--- config.mk ---
export PLATFORM = sky130hd
export DESIGN_NAME = fetch_stage
export DESIGN_NICKNAME = d
export VERILOG_FILES = /design/src/rtl/fetch_stage.sv
export SDC_FILE = /design/constraint.sdc
export NUM_CORES = 1
export LEC_CHECK = 0
export CORE_MARGIN = 4
export CORE_UTILIZATION = 45
export DETAILED_ROUTE_END_ITERATION = 8
export PLACE_DENSITY = 0.83
export SYNTH_ARGS = -nofsm -noshare
export SYNTH_HDL_FRONTEND = slang
export SYNTH_SLANG_ARGS = --single-unit
--- constraint.sdc ---
create_clock -name clk -period 7.9 [get_ports clk]
set_input_delay 2.37 -clock clk [delete_from_list [all_inputs] [get_ports clk]]
set_output_delay 2.37 -clock clk [all_outputs]
set_load 0.005 [all_outputs]
--- src/rtl/fetch_stage.sv ---
// Instruction fetch stage: owns the PC, issues requests to instruction
// memory, delivers fetched instructions with zero added latency, and
// handles stalls, branch redirects (with draining of an in-flight
// request) and HALT.
module fetch_stage #(
  parameter logic [15:0] RESET_PC  = 16'h0000,
  parameter logic [15:0] NOP_INSTR = 16'h0800
) (
  input  logic        clk,
  input  logic        rst,
  input  logic        stall,
  input  logic        branch_taken,
  input  logic [15:0] branch_target,
  input  logic [15:0] imem_rdata,
  input  logic        imem_done,
  output logic        imem_en,
  output logic [15:0] imem_addr,
  output logic [15:0] instruction,
  output logic [15:0] next_pc1,
  output logic        fetch_valid,
  output logic        fetch_stall,
  output logic        halted
);

  typedef enum logic [1:0] {
    FETCH  = 2'd0,
    DRAIN  = 2'd1,
    HALTED = 2'd2
  } state_t;

  state_t      state_r;
  state_t      state_nxt_s;
  logic [15:0] pc_r;
  logic [15:0] pc_nxt_s;
  // Address of the request still in flight after a redirect; the memory
  // must keep seeing it until it completes, even though pc already moved.
  logic [15:0] drain_addr_r;
  logic [15:0] drain_addr_nxt_s;
  logic        is_halt_s;

  // HALT is any instruction whose 5-bit opcode field is all zeros.
  function automatic logic opcode_is_halt(input logic [15:0] instr);
    return (instr[15:11] == 5'b00000);
  endfunction

  assign is_halt_s = opcode_is_halt(imem_rdata);
  assign next_pc1  = pc_r + 16'd2;

  // State, PC and drain-address registers with asynchronous reset.
  always_ff @(posedge clk or posedge rst) begin
    if (rst) begin
      state_r      <= FETCH;
      pc_r         <= RESET_PC;
      drain_addr_r <= RESET_PC;
    end else begin
      state_r      <= state_nxt_s;
      pc_r         <= pc_nxt_s;
      drain_addr_r <= drain_addr_nxt_s;
    end
  end

  // Next-state and next-PC selection; a redirect outranks everything else.
  always_comb begin
    state_nxt_s      = state_r;
    pc_nxt_s         = pc_r;
    drain_addr_nxt_s = drain_addr_r;
    case (state_r)
      FETCH: begin
        if (branch_taken) begin
          pc_nxt_s = branch_target;
          if (imem_done) begin
            state_nxt_s = FETCH;
          end else begin
            // Request to the old pc is still outstanding; wait it out.
            state_nxt_s      = DRAIN;
            drain_addr_nxt_s = pc_r;
          end
        end else if (stall) begin
          pc_nxt_s = pc_r;
        end else if (imem_done) begin
          if (is_halt_s) begin
            state_nxt_s = HALTED;
          end else begin
            pc_nxt_s = next_pc1;
          end
        end else begin
          pc_nxt_s = pc_r;
        end
      end
      DRAIN: begin
        if (branch_taken) begin
          pc_nxt_s = branch_target;
        end else begin
          pc_nxt_s = pc_r;
        end
        if (imem_done) begin
          state_nxt_s = FETCH;
        end else begin
          state_nxt_s = DRAIN;
        end
      end
      HALTED: begin
        // Only a redirect (a wrong-path HALT being cancelled) leaves HALTED.
        if (branch_taken) begin
          pc_nxt_s    = branch_target;
          state_nxt_s = FETCH;
        end else begin
          state_nxt_s = HALTED;
        end
      end
      default: begin
        state_nxt_s = FETCH;
        pc_nxt_s    = RESET_PC;
      end
    endcase
  end

  // Memory request and downstream outputs; quiet while reset is asserted.
  always_comb begin
    imem_en     = 1'b0;
    imem_addr   = pc_r;
    instruction = NOP_INSTR;
    fetch_valid = 1'b0;
    fetch_stall = 1'b0;
    halted      = 1'b0;
    if (rst) begin
      imem_en = 1'b0;
    end else begin
      case (state_r)
        FETCH: begin
          imem_en     = 1'b1;
          imem_addr   = pc_r;
          fetch_stall = ~imem_done;
          if (imem_done && !branch_taken) begin
            instruction = imem_rdata;
            fetch_valid = 1'b1;
          end else begin
            instruction = NOP_INSTR;
            fetch_valid = 1'b0;
          end
        end
        DRAIN: begin
          imem_en     = 1'b1;
          imem_addr   = drain_addr_r;
          fetch_stall = 1'b1;
        end
        HALTED: begin
          halted = 1'b1;
        end
        default: begin
          imem_en = 1'b0;
        end
      endcase
    end
  end

endmodule

# After elaboration in Yosys (flattened, before gate mapping)
# Cells that the tools add are included.
# W data, S select, Z words.
dict set report op_classes {
  addsub 1
  n_eq_ne 7
  n_mux 27
  bitwise_logic 1
  reduce_logical 9
}
# op count
set op_table {}
lappend op_table {{$mux W16} 10}
lappend op_table {{$pmux W16 S2} 1}
lappend op_table {{$add A16 B2 Y16 const B} 1}
lappend op_table {{$ne A3 B3 Y1 const B} 4}
lappend op_table {{$mux W2} 5}
lappend op_table {{$mux W1} 9}
lappend op_table {{$pmux W2 S3} 1}
lappend op_table {{$reduce_and A3 Y1} 2}
lappend op_table {{$logic_not A5 Y1} 1}
lappend op_table {{$reduce_and A4 Y1} 1}
lappend op_table {{$reduce_or A2 Y1} 2}
lappend op_table {{$eq A2 B1 Y1 const B} 1}
lappend op_table {{$eq A2 B2 Y1 const B} 1}
lappend op_table {{$logic_not A2 Y1} 1}
lappend op_table {{$ne A2 B1 Y1 const B} 1}
lappend op_table {{$pmux W1 S2} 1}
lappend op_table {{$logic_and A1 B1 Y1} 1}
lappend op_table {{$logic_not A1 Y1} 1}
lappend op_table {{$not A1 Y1} 1}
dict set report totals {
  register_bits 34
}

# Depth between registers and ports, before layout
dict set report logic_depth {
  depth_word 6
  mapped_depth 8
}

# Least setup slack after synthesis
# Ideal clock, no wire load.
dict set report synth_timing {
  path_type {input -> output}
  from {input rst}
  to {output instruction[10]}
  arrival_time_ns 3.949
  setup_slack_ns 1.581
  path_stages 5
  path_cell_list {inv_1 and3_1 clkbuf_1 clkbuf_1 and2_1}
}
dict set report synth_between {
  elab_chain_len 1
}
# element line
set synth_lines {}
lappend synth_lines {{start: declaration} 10} ;# input logic rst,
lappend synth_lines {{$mux W16} 126} ;# if (rst) begin
lappend synth_lines {{end: declaration} 18} ;# output logic [15:0] instruction,
# Every way passes these cells.

# Worst setup path in the final report
dict set report layout_timing {
  from {input branch_taken}
  to {output instruction[14]}
}
dict set report layout_between {
  elab_chain_len 5
}
# element line
set layout_lines {}
lappend layout_lines {{start: declaration} 12} ;# input logic branch_taken,
lappend layout_lines {{$logic_not A1 Y1} 134} ;# if (imem_done && !branch_taken) begin
lappend layout_lines {{$logic_and A1 B1 Y1} 134}
lappend layout_lines {{$mux W16} 134}
lappend layout_lines {{$mux W16} 129} ;# case (state_r)
lappend layout_lines {{$mux W16} 126}
# Every way passes these cells.

==> results by group <==
Outcome
  • Status: finished clean

Timing
  • Setup tns final: 0 ns
  • Max Freq: between 100 and 150 MHz
  • Max_slew headroom: 0.4656
  • Final setup viols: 0
  • Final hold slack: a little under 0.5 ns
  • Final worst slack: 0.8371 ns
  • Slew of the pin with the lowest slew margin: between 0.8 and 0.9 ns
  • Max-slew violations: 0
  • Clock Skews: between 0.002 and 0.003 ns
  • RSZ-0062 raised after global routing: false
  • Final period utilization: 0.8940
  • Final min period: about 7.1 ns
  • Hold Vio Cnt, Final: 0

Final layout
  • Post-route insts no fill: approximately 400
  • Antenna Cells: 0
  • Filler cells: a little over 400
  • Fin area: roughly 3200 µm²
  • P&R area growth vs syn: 44.10%
  • Final core utilization: 0.6776
  • Share of cells above drive strength 1: 0.1012
  • # nets final: 377

Placed design
  • PortBufs: 88
  • Placement Cell Area: between 3000 and 4000 µm²
  • DP Worst Slack: 0.8124 ns
  • Detailed Place HPWL: 4551 µm
  • Placed cells: slightly below 400
  • Final GP Congestion: 0.8321

Synthesis
  • Register area share after synthesis: 0.3805
  • Post-Synth XOR/XNOR Area: 0.05092
  • Ys async rst share: 1.000
  • Post-Syn Nets: roughly 300
  • Adder-cell area share of the yosys netlist: 0.02798
  • Distinct cells, synth: 44
  • Syn. warnings: 0
  • Main combinational cell family by area after synthesis: simple AND/OR/NAND/NOR gates
  • Top FF cell, synth: dfrtp_1
  • Mapped Cells: 257
  • Simple-gate share of the synthesized area: 0.2205
  • Mean post-synth cell area: ~8.7 µm²
  • Synth Area in Compound Gates: 0.1645
  • FF+latch count, synth: 34
  • Post-Syn Area: roughly 2200 µm²
  • EDFF count, synth: 0
  • Mux cell area share after synthesis: 0.1007

Worst setup path
  • Crit. End Element: output pin
  • CP required: between 5 and 6 ns
  • Reg-to-reg startpoint: state_r[0]$_DFFE_PP0P_
  • Worst R2R End: pc_r[11]$_DFFE_PP0P_
  • Reg2reg setup slack: 5.37 ns
  • R2R cell count: 6
  • CP arrival: between 4 and 5 ns
  • Kind of critical path: input pin to output pin
  • Startpoint Class: input pin
  • Max FO, Critical Path: 17

Route
  • Vias per inst: about 5.3
  • Routed WL per cell: approximately 15 µm
  • Detailed Routing Iterations Pass 1: 4
  • Starting DRT DRC Count: 188
  • Antenna Nets Post-Route: 0
  • Drt total wl: about 6000 µm
  • Vias: between 2k and 2.5k
  • DR DRC count: 0

Pwr
  • Total power: approximately 1.1 mW
  • Clock share of power: 0.124
  • Net Sw Frac: 0.3797
  • Int Power: 660.5 µW
  • P_sw: 404.2 µW
  • Flop pwr share: 0.318
  • Gate power share: 0.558
  • Pwr/cell area: between 300 and 400 nW/µm²
  • Lkg Pwr: 1.321 nW
  • Peak VDD IR: 191.3 µV

Floorplan
  • Starting density of the core: 0.4703
  • Die area: a little over 6000 µm²
  • Core area: between 4000 and 5000 µm²
  • Site Rows: 25
  • # IOs: between 80 and 90
  • Die W: a little under 80 µm
  • Die Y: 78.49 µm

Clock network
  • Clock root buffer: clkbuf_8
  • # H-tree levels: 2
  • Inserted Clock Buffers: 5
  • Worst-skew pair later-pin latency: ~0.29 ns
  • CTS Sinks: 34
  • Hold buffers post-CTS: 0
  • Postcts setup bufs: 0
  • Clock transition at path regs: 0.07 ns
  • CTS resizes: 0
  • CTS tree: done
  • Max Buffers Root-to-Sink: 2

Global routing
  • Initial antenna violation count: 0
  • Vias in the first global route: roughly 2.1k
  • Grt ovf: 0
  • Pin count of the biggest net entering global routing: 35
  • Global-route wire length before repair: around 10000 µm
  • GRT Total Usage: 0.2072

Worst hold path
  • Hold Startpoint: drain_addr_r[4]$_DFFE_PP0P_
  • Min-Delay Path Class: flop to flop
  • Hold path cells: 2
  • Hold Crit Endpoint: drain_addr_r[4]$_DFFE_PP0P_

Flow run
  • Max-Cap Viols: 0
-- sequential cells by signal, summed over array words and instances (netlist names) --
| register | cells |
|---|---|
| drain_addr_r | 16 |
| pc_r | 16 |
| state_r | 2 |
-- logic make-up (layout without fill, tap and decap cells) --
| group | after synthesis | after routing |
|---|---|---|
| buf+inv | 29 | 108 |
| compound gates | 60 | 60 |
| xor+xnor | 13 | 13 |
| mux | 20 | 20 |
| simple gates | 96 | 96 |
| flops | 34 | 34 |
| fa+ha+maj | 5 | 5 |
-- critical path, cell delays in order --
cell             delay [ns]
clkdlybuf4s50_1        0.57
nor2b_1                0.52
and3_1                 0.50
and2_1                 0.21
clkdlybuf4s50_1        0.52
-- power groups by stage --
| stage | sequential, mW | combinational [mW] | clock, mW |
|---|---|---|---|
| detailed placement | 0.342 | 0.596 | 0 |
| global placement | 0.337 | 0.589 | 0 |
| finish | 0.338 | 0.595 | 0.132 |
| floorplan | 0.304 | 0.357 | 0 |
| CTS | 0.338 | 0.600 | 0.134 |
| global route | 0.354 | 0.661 | 0.142 |
-- worst max path at each step --
stage / from / cells past startpoint / endpoint / slack, ns
finish: branch_taken / 5 / instruction[14] / 0.84
global placement: branch_taken / 5 / instruction[1] / 0.96
detailed placement: branch_taken / 5 / instruction[14] / 0.81
global route: branch_taken / 5 / instruction[14] / 0.69
CTS: branch_taken / 5 / instruction[14] / 0.83
floorplan: rst / 5 / instruction[10] / 1.58
-- cell usage after synthesis, drive strengths merged, types with 3 or more instances --
cell / n / share of area
nand2b: 3 / 0.0084
o21ai: 26 / 0.058
dfrtp: 34 / 0.38
o22ai: 4 / 0.014
a21oi: 11 / 0.025
nor4: 4 / 0.014
or2: 3 / 0.0084
nor2b: 4 / 0.011
buf: 5 / 0.015
a22oi: 7 / 0.024
clkbuf: 14 / 0.024
ha: 5 / 0.028
and2: 16 / 0.045
nand3: 6 / 0.013
inv: 10 / 0.017
nand2: 28 / 0.047
nor2: 18 / 0.030
xnor2: 7 / 0.027
mux2: 20 / 0.10
nor3: 5 / 0.011
xor2: 6 / 0.024
-- cell usage in the layout, fill, tap and decap left out, types with 3 or more instances in the layout --
cell             instances
o21ai_1                 11
dfrtp_1                 34
nor4_1                   3
a22oi_1                  7
ha_1                     5
o21ai_0                 15
clkdlybuf4s50_1         88
inv_1                   10
clkbuf_8                 6
nor2b_1                  4
mux2_2                  20
xnor2_1                  7
nor3_1                   5
xor2_1                   6
o22ai_1                  3
and2_1                  16
nand3_1                  6
nor2_1                  18
nand2b_1                 3
nand2_1                 28
a21oi_1                 11
-- layout make-up --
class,count,area (µm²),area share
multi-input combinational,194,1262,0.3918
clock buffer,7,86.33,0.02680
timing repair buffer,90,895.9,0.2781
inverter,10,37.54,0.01165
clock inverter,1,5.005,0.001553
tap,67,83.83,0.02602
sequential,34,850.8,0.2641
-- layer usage --
layer	part of all wire	up-vias	track usage	wire [µm]
li1	-	1055	-	-
met1	0.41	977	0.2543	2470
met2	0.51	80	0.3604	3029
met3	0.061	12	0.04817	361
met4	0.017	0	0.06294	100
met5	0	-	0	0
(Power assumes the default switching activity.)
